$ cat src/rtl/fpu_pkg.sv
// Shared FPU types and helpers: divider FSM states, exception flag indices,
// operand classification and the canonical quiet NaN.
package fpu_pkg;

    typedef enum logic [2:0] {
        ST_IDLE,
        ST_NORM,
        ST_DIV,
        ST_ROUND,
        ST_DONE
    } fdiv_state_t;

    localparam int unsigned FLAG_NV = 4;
    localparam int unsigned FLAG_DZ = 3;
    localparam int unsigned FLAG_OF = 2;
    localparam int unsigned FLAG_UF = 1;
    localparam int unsigned FLAG_NX = 0;

    typedef enum logic [2:0] {
        CLS_ZERO,
        CLS_SUB,
        CLS_NORM,
        CLS_INF,
        CLS_QNAN,
        CLS_SNAN
    } fp_class_t;

    // Caller reduces the fields so the function stays width-independent.
    function automatic fp_class_t fp_classify(input logic exp_zero, input logic exp_ones,
                                              input logic man_zero, input logic man_msb);
        fp_class_t c;
        if (exp_zero)      c = man_zero ? CLS_ZERO : CLS_SUB;
        else if (exp_ones) c = man_zero ? CLS_INF : (man_msb ? CLS_QNAN : CLS_SNAN);
        else               c = CLS_NORM;
        return c;
    endfunction

    // Sign 0, exponent all ones, mantissa MSB set; caller truncates to its width.
    function automatic logic [63:0] canon_nan(input int unsigned exp_w, input int unsigned man_w);
        return (((64'd1 << exp_w) - 64'd1) << man_w) | (64'd1 << (man_w - 1));
    endfunction

endpackage

$ cat src/rtl/fpu_lzc.sv
// Parametrised leading-zero counter; an all-zero input returns W.
module fpu_lzc
    import fpu_pkg::*;
#(
    parameter int unsigned W = 24,
    localparam int unsigned CW = $clog2(W + 1)
) (
    input  logic [W-1:0]  in_v,
    output logic [CW-1:0] cnt
);

    logic [W-1:0] v;

    // Shift until the MSB is set, counting the shifts.
    always_comb begin
        v   = in_v;
        cnt = '0;
        for (int unsigned i = 0; i < W; i++) begin
            if (!v[W-1]) begin
                v   = v << 1;
                cnt = cnt + CW'(1);
            end
        end
    end

endmodule

$ cat src/rtl/fdiv_iter.sv
// Iterative IEEE-754 divider: radix-2 restoring loop, RNE rounding, RISC-V flags.
// FDIV_SUBNORMAL_EN enables subnormal operands/results; otherwise they flush to zero.
module fdiv_iter
    import fpu_pkg::*;
#(
    parameter int unsigned EXP_W = 8,
    parameter int unsigned MAN_W = 23
) (
    input  logic                 clk,
    input  logic                 rst,
    input  logic                 order,
    output logic                 accepted,
    output logic                 done,
    input  logic [EXP_W+MAN_W:0] rs1,
    input  logic [EXP_W+MAN_W:0] rs2,
    output logic [EXP_W+MAN_W:0] rd,
    output logic [4:0]           flags
);

    localparam int unsigned FW    = 1 + EXP_W + MAN_W;
    localparam int unsigned BIAS  = 2**(EXP_W-1) - 1;
    localparam int unsigned EMAX  = 2**EXP_W - 1;
    localparam int unsigned Q     = MAN_W + 3;
    localparam int unsigned EW    = EXP_W + 2;
    localparam int unsigned SW    = MAN_W + 1;
    localparam int unsigned RW    = MAN_W + 2;
    localparam int unsigned CNT_W = $clog2(Q);
    localparam logic [FW-1:0] QNAN_C = FW'(canon_nan(EXP_W, MAN_W));

    fdiv_state_t        state_q, state_d;
    logic               done_q, done_d;
    logic [FW-1:0]      rd_q, rd_d;
    logic [4:0]         flags_q, flags_d;
    logic               sign_q, sign_d;
    logic [EXP_W-1:0]   ea_q, ea_d, eb_q, eb_d;
    logic [SW-1:0]      ma_q, ma_d, mb_q, mb_d;
    logic [RW-1:0]      r_q, r_d;
    logic [Q-1:0]       q_q, q_d;
    logic [EW-1:0]      e_q, e_d;
    logic [CNT_W-1:0]   cnt_q, cnt_d;

    // Normalisation datapath (NORM state)
    logic [SW-1:0]      ma_n, mb_n;
    logic [EW-1:0]      ea_x, eb_x;

`ifdef FDIV_SUBNORMAL_EN
    localparam int unsigned LZW = $clog2(SW + 1);
    logic [LZW-1:0]     lz_a, lz_b;

    fpu_lzc #(.W(SW)) u_lzc_a (.in_v(ma_q), .cnt(lz_a));
    fpu_lzc #(.W(SW)) u_lzc_b (.in_v(mb_q), .cnt(lz_b));

    // A subnormal's exponent field 0 means 2^(1-BIAS), less the normalising shift.
    always_comb begin
        ma_n = ma_q << lz_a;
        mb_n = mb_q << lz_b;
        ea_x = EW'(ea_q) + EW'(ea_q == '0) - EW'(lz_a);
        eb_x = EW'(eb_q) + EW'(eb_q == '0) - EW'(lz_b);
    end
`else
    always_comb begin
        ma_n = ma_q;
        mb_n = mb_q;
        ea_x = EW'(ea_q);
        eb_x = EW'(eb_q);
    end
`endif

    // Rounding datapath (ROUND state)
    logic [Q-1:0]       qn, qs;
    logic [EW-1:0]      en, ef;
    logic               tiny, lost, grd, stk, inc, carry, nx;
    logic [SW-1:0]      mant;
    logic [RW-1:0]      mant_r;
    logic [MAN_W-1:0]   frac;
    logic [FW-1:0]      rnd_rd;
    logic [4:0]         rnd_flags;
`ifdef FDIV_SUBNORMAL_EN
    logic [EW-1:0]      sh;
`endif

    always_comb begin
        qn   = q_q[Q-1] ? q_q : (q_q << 1);
        en   = q_q[Q-1] ? e_q : (e_q - EW'(1));
        tiny = en[EW-1] | (en == '0);
`ifdef FDIV_SUBNORMAL_EN
        sh   = tiny ? (EW'(1) - en) : '0;
        qs   = qn >> sh;
        lost = |(qn & ~({Q{1'b1}} << sh));
`else
        qs   = qn;
        lost = 1'b0;
`endif
        mant   = qs[Q-1:2];
        grd    = qs[1];
        stk    = qs[0] | lost | (r_q != '0);
        inc    = grd & (stk | mant[0]);
        mant_r = {1'b0, mant} + RW'(inc);
        carry  = mant_r[RW-1];
        frac   = carry ? mant_r[MAN_W:1] : mant_r[MAN_W-1:0];
        ef     = en + EW'(carry);
        nx     = grd | stk;
        rnd_flags = '0;
        if (tiny) begin
`ifdef FDIV_SUBNORMAL_EN
            // Hidden bit reappearing after rounding encodes the minimum normal.
            rnd_rd = {sign_q, EXP_W'(mant_r[MAN_W]), mant_r[MAN_W-1:0]};
            rnd_flags[FLAG_UF] = nx;
            rnd_flags[FLAG_NX] = nx;
`else
            rnd_rd = {sign_q, {(FW-1){1'b0}}};
            rnd_flags[FLAG_UF] = 1'b1;
            rnd_flags[FLAG_NX] = 1'b1;
`endif
        end else if (ef >= EW'(EMAX)) begin
            rnd_rd = {sign_q, {EXP_W{1'b1}}, {MAN_W{1'b0}}};
            rnd_flags[FLAG_OF] = 1'b1;
            rnd_flags[FLAG_NX] = 1'b1;
        end else begin
            rnd_rd = {sign_q, ef[EXP_W-1:0], frac};
            rnd_flags[FLAG_NX] = nx;
        end
    end

    // Operand decode, special-case resolution and next-state logic
    logic [EXP_W-1:0]   ea_in, eb_in;
    fp_class_t          ca, cb;
    logic               a_nan, b_nan, za, zb, ia, ib, snan;
    logic               ge;
    logic [RW-1:0]      r_sub;

    always_comb begin
        state_d = state_q;
        rd_d    = rd_q;
        flags_d = flags_q;
        sign_d  = sign_q;
        ea_d    = ea_q;
        eb_d    = eb_q;
        ma_d    = ma_q;
        mb_d    = mb_q;
        r_d     = r_q;
        q_d     = q_q;
        e_d     = e_q;
        cnt_d   = cnt_q;

        accepted = order & ((state_q == ST_IDLE) | (state_q == ST_DONE));

        ea_in = rs1[FW-2:MAN_W];
        eb_in = rs2[FW-2:MAN_W];
        ca = fp_classify(ea_in == '0, &ea_in, rs1[MAN_W-1:0] == '0, rs1[MAN_W-1]);
        cb = fp_classify(eb_in == '0, &eb_in, rs2[MAN_W-1:0] == '0, rs2[MAN_W-1]);
`ifndef FDIV_SUBNORMAL_EN
        if (ca == CLS_SUB) ca = CLS_ZERO;
        if (cb == CLS_SUB) cb = CLS_ZERO;
`endif
        a_nan = (ca == CLS_QNAN) | (ca == CLS_SNAN);
        b_nan = (cb == CLS_QNAN) | (cb == CLS_SNAN);
        snan  = (ca == CLS_SNAN) | (cb == CLS_SNAN);
        za    = (ca == CLS_ZERO);
        zb    = (cb == CLS_ZERO);
        ia    = (ca == CLS_INF);
        ib    = (cb == CLS_INF);

        ge    = r_q >= RW'(mb_q);
        r_sub = ge ? (r_q - RW'(mb_q)) : r_q;

        case (state_q)
            ST_IDLE, ST_DONE: begin
                state_d = ST_IDLE;
                if (order) begin
                    sign_d  = rs1[FW-1] ^ rs2[FW-1];
                    ea_d    = ea_in;
                    eb_d    = eb_in;
                    ma_d    = {ea_in != '0, rs1[MAN_W-1:0]};
                    mb_d    = {eb_in != '0, rs2[MAN_W-1:0]};
                    flags_d = '0;
                    state_d = ST_DONE;
                    if (a_nan | b_nan | (za & zb) | (ia & ib)) begin
                        rd_d = QNAN_C;
                        flags_d[FLAG_NV] = snan | (za & zb) | (ia & ib);
                    end else if (zb) begin
                        rd_d = {sign_d, {EXP_W{1'b1}}, {MAN_W{1'b0}}};
                        flags_d[FLAG_DZ] = ~ia;
                    end else if (ia) begin
                        rd_d = {sign_d, {EXP_W{1'b1}}, {MAN_W{1'b0}}};
                    end else if (ib | za) begin
                        rd_d = {sign_d, {(FW-1){1'b0}}};
                    end else begin
                        flags_d = flags_q;
                        state_d = ST_NORM;
                    end
                end
            end
            ST_NORM: begin
                r_d     = RW'(ma_n);
                mb_d    = mb_n;
                q_d     = '0;
                cnt_d   = '0;
                e_d     = ea_x - eb_x + EW'(BIAS);
                state_d = ST_DIV;
            end
            ST_DIV: begin
                r_d   = r_sub << 1;
                q_d   = {q_q[Q-2:0], ge};
                cnt_d = cnt_q + CNT_W'(1);
                if (cnt_q == CNT_W'(Q - 1)) state_d = ST_ROUND;
            end
            ST_ROUND: begin
                rd_d    = rnd_rd;
                flags_d = rnd_flags;
                state_d = ST_DONE;
            end
            default: state_d = ST_IDLE;
        endcase

        done_d = (state_d == ST_DONE);
    end

    always_ff @(posedge clk or posedge rst) begin
        if (rst) begin
            state_q <= ST_IDLE;
            done_q  <= 1'b0;
            rd_q    <= '0;
            flags_q <= '0;
            sign_q  <= 1'b0;
            ea_q    <= '0;
            eb_q    <= '0;
            ma_q    <= '0;
            mb_q    <= '0;
            r_q     <= '0;
            q_q     <= '0;
            e_q     <= '0;
            cnt_q   <= '0;
        end else begin
            state_q <= state_d;
            done_q  <= done_d;
            rd_q    <= rd_d;
            flags_q <= flags_d;
            sign_q  <= sign_d;
            ea_q    <= ea_d;
            eb_q    <= eb_d;
            ma_q    <= ma_d;
            mb_q    <= mb_d;
            r_q     <= r_d;
            q_q     <= q_d;
            e_q     <= e_d;
            cnt_q   <= cnt_d;
        end
    end

    assign done  = done_q;
    assign rd    = rd_q;
    assign flags = flags_q;

endmodule

$ cat config.mk
export PLATFORM = sky130hd
export DESIGN_NAME = fdiv_iter
export DESIGN_NICKNAME = d
export VERILOG_FILES = /design/src/rtl/fpu_pkg.sv /design/src/rtl/fpu_lzc.sv /design/src/rtl/fdiv_iter.sv
export SDC_FILE = /design/constraint.sdc
export NUM_CORES = 1
export LEC_CHECK = 0
export CORE_ASPECT_RATIO = 0.8
export CORE_MARGIN = 5
export CORE_UTILIZATION = 64
export CTS_BUF_LIST = sky130_fd_sc_hd__clkbuf_2 sky130_fd_sc_hd__clkbuf_4 sky130_fd_sc_hd__clkbuf_8
export CTS_CLUSTER_SIZE = 8
export DETAILED_ROUTE_END_ITERATION = 10
export PLACE_DENSITY_LB_ADDON = 0.05
export RECOVER_POWER = 25
export SLEW_MARGIN = 20
export SYNTH_ARGS = -nofsm -noshare
export SYNTH_HDL_FRONTEND = slang
export SYNTH_SLANG_ARGS = --single-unit
$ cat constraint.sdc
create_clock -name clk -period 17.16 [get_ports clk]
set_clock_uncertainty 0.15 [all_clocks]
set_input_delay 3.432 -clock clk [delete_from_list [all_inputs] [get_ports clk]]
set_output_delay 3.432 -clock clk [all_outputs]
set_load 0.05 [all_outputs]
==> metrics.txt <==
clk buf depth 2; simple-gate share of the synthesized area 0.185; top cell type's share of synthesized area 0.403; Initial DRC Count 668; Seq cells post-synth 172; Min-Delay Path Class flop to flop; endpoints failing hold 0; largest cells by area after synthesis dfrtp_1 (40%), nand2_1 (5.7%), ha_1 (4.6%); Synth Flop Type dfrtp_1; maximum VDD drop 0.000119 V; ys async rst share 1.00; mapped cell area 10700 um^2; Gate Count Post-Synth 1187; Compound-Gate Fraction of Synth Area 0.182; Fmax 106 MHz; Seq/Total Area, Yosys 0.403; area grow syn2layout 14.5%; TNS Setup 0 ps; Post-Route WL 26300 um; vias in the first global route 8334; row cnt 42; Total GRT Usage 0.271; post-route ant nets 0; final setup fails 0; Post-DP HPWL 19200 um; reg2reg setup slack 10720 ps; layout cells sized above 1 0.0801; Synth Area in Adders 0.0494; Top Ports 106; Crit Path Class input pin to output pin; Post-CTS Setup Repair Bufs 0; critical path launch point type input pin; CTS tree done; via count 9192; Synth Area per Inst 9.00 um^2; critical path fanouts, max 41; overall die width 154 um; Post-synth EDFFs 0; Die H 126 um; maximum number of pins on one net before global-route repair 89; Vias/cell 6.21; # nets final 1356; Ant. Diodes 0; status finished, violations left; failing checks max-capacitance violations, max-slew violations; clk_lat worst skew 470 ps; GP Congestion 0.932; syn_nets 1295; IO buf count 105; DR WL/cell 17.7 um; Clock Tree Root clkbuf_8; Synth warnings 0; Inserted Clock Buffers 17; Slew Limit Fails 118; clock transition at the registers of the reported paths 90 ps; CP Data Required Time 13580 ps; worst endpoint data arrival time 5870 ps; Pre-Repair DR Iteration Count 5; Initial Util 0.650; relative slew slack -1.64; Synth Area in XOR/XNOR 0.0623; max_cap viols 2; drt drc 0; Gates resized, CTS repair 0; final worst-path cycle share 0.551; Die ar. 19400 um^2; H-Tree Depth 4; initial antenna violation count 0; leakage power 5.06 nW; most frequent cell after synthesis dfrtp_1; largest family of logic cells by synthesized area simple AND/OR/NAND/NOR gates; Final min period 9450 ps; Std-Cell Core Area 16400 um^2; Overall Power 0.00264 W; multiplexer area fraction after synthesis 0.0706; fill count 1287; Cell Pwr Density 216 nW/um^2; first-pass GRT wire length 42900 um; hold buffers post-CTS 0; Setup crit end kind output pin; cell taking the most area after synthesis dfrtp_1; worst slew pin tran 3930 ps; Sink Count 172; Post-synth top cells dfrtp_1 (172), nand2_1 (162), o21ai_0 (84); Yosys cell types 72; gr ovfl total 0; RSZ-0062 raised after global routing no
## logic make-up after synthesis
group                      after synthesis
DFF                                    172
AOI/OAI and AO/OA                      296
adders and majority gates               41
xor gates and xnor gates                76
buffers and inverters                  132
and+or+nand+nor                        400
muxes                                   70
## cell type report
type / instances / area [um^2] / share of cell area
Multi-Input combinational cell: 883 / 5890 / 0.481
Sequential cell: 172 / 4310 / 0.352
Inverter: 57 / 215 / 0.0176
Timing Repair Buffer: 117 / 1130 / 0.0926
Clock inverter: 11 / 134 / 0.0109
Clock buffer: 21 / 283 / 0.0231
Tap cell: 220 / 275 / 0.0225
## placed cells by master (no fill, tap or decap), types with 8 or more instances in the layout
cell	synthesis	final
xor2_1	30	30
mux2_2	39	39
clkdlybuf4s50_1	0	104
and3_1	18	18
mux2i_1	30	30
nor2b_1	8	8
ha_1	39	39
xnor2_1	46	46
o22ai_1	11	11
dfrtp_1	172	171
clkbuf_8	0	20
buf_4	0	8
nor2_1	55	55
a21o_1	17	17
nand4_1	22	22
a21oi_1	69	69
o21ai_0	84	84
nand3_1	30	30
nor3_1	18	18
a22o_1	24	24
nor3b_1	10	9
nand2b_1	10	10
nor4_1	22	22
inv_1	57	56
o31ai_1	13	13
nand2_1	162	162
## metal layers
layer,vias to the layer above,part of all wire,track usage
li1,4392,-,-
met3,41,0.068,0.0560
met2,342,0.46,0.421
met4,0,0.022,0.0805
met1,4417,0.45,0.388
met5,-,0,0
## worst max-delay path, cell delays in order
cell             delay [ps]
clkdlybuf4s50_1         470
nor3b_1                 560
buf_4                   490
clkdlybuf4s50_1         890
## power by group
group | internal, W | switching (W)
combinational | 0.000656 | 0.000928
clock | 0.000144 | 0.000153
sequential | 0.000585 | 0.000173
total | 0.00139 | 0.00125
## registers in the layout, summed over array words and instances (netlist names)
register,cells
sign_q,1
ea_q,8
q_q,26
flags,5
r_q,25
state_q,3
eb_q,8
ma_n,24
cnt_q,5
e_q,10
mb_n,24
rd,32
done,1
## worst paths after layout
kind,startpoint,endpoint,cells after the start
min in group asynchronous,rst,ma_n[18]$_DFFE_PP0P_,2
hold / removal,rd[9]$_DFFE_PP0P_,rd[9]$_DFFE_PP0P_,2
max in group asynchronous,rst,q_q[15]$_DFFE_PP0P_,3
setup / recovery,order,accepted,4
setup reg to reg,q_q[25]$_DFFE_PP0P_,rd[17]$_DFFE_PP0P_,19
hold reg to reg,rd[9]$_DFFE_PP0P_,rd[9]$_DFFE_PP0P_,2
## through the flow
stage | hold slack, ps | instances | util | setup WS (ps) | area (um^2)
after detailed placement | 320 | 1449 | 0.721 | 7950 | 11900
final | 333 | 1481 | 0.744 | 7710 | 12200
after global routing | 363 | 1481 | 0.744 | 7540 | 12200
after global placement | 308 | 1449 | 0.721 | 7980 | 11900
after CTS | 339 | 1481 | 0.746 | 7950 | 12300
after floorplan | 296 | 1187 | - | 8920 | 10700
Power figures use the tool's default switching activity.
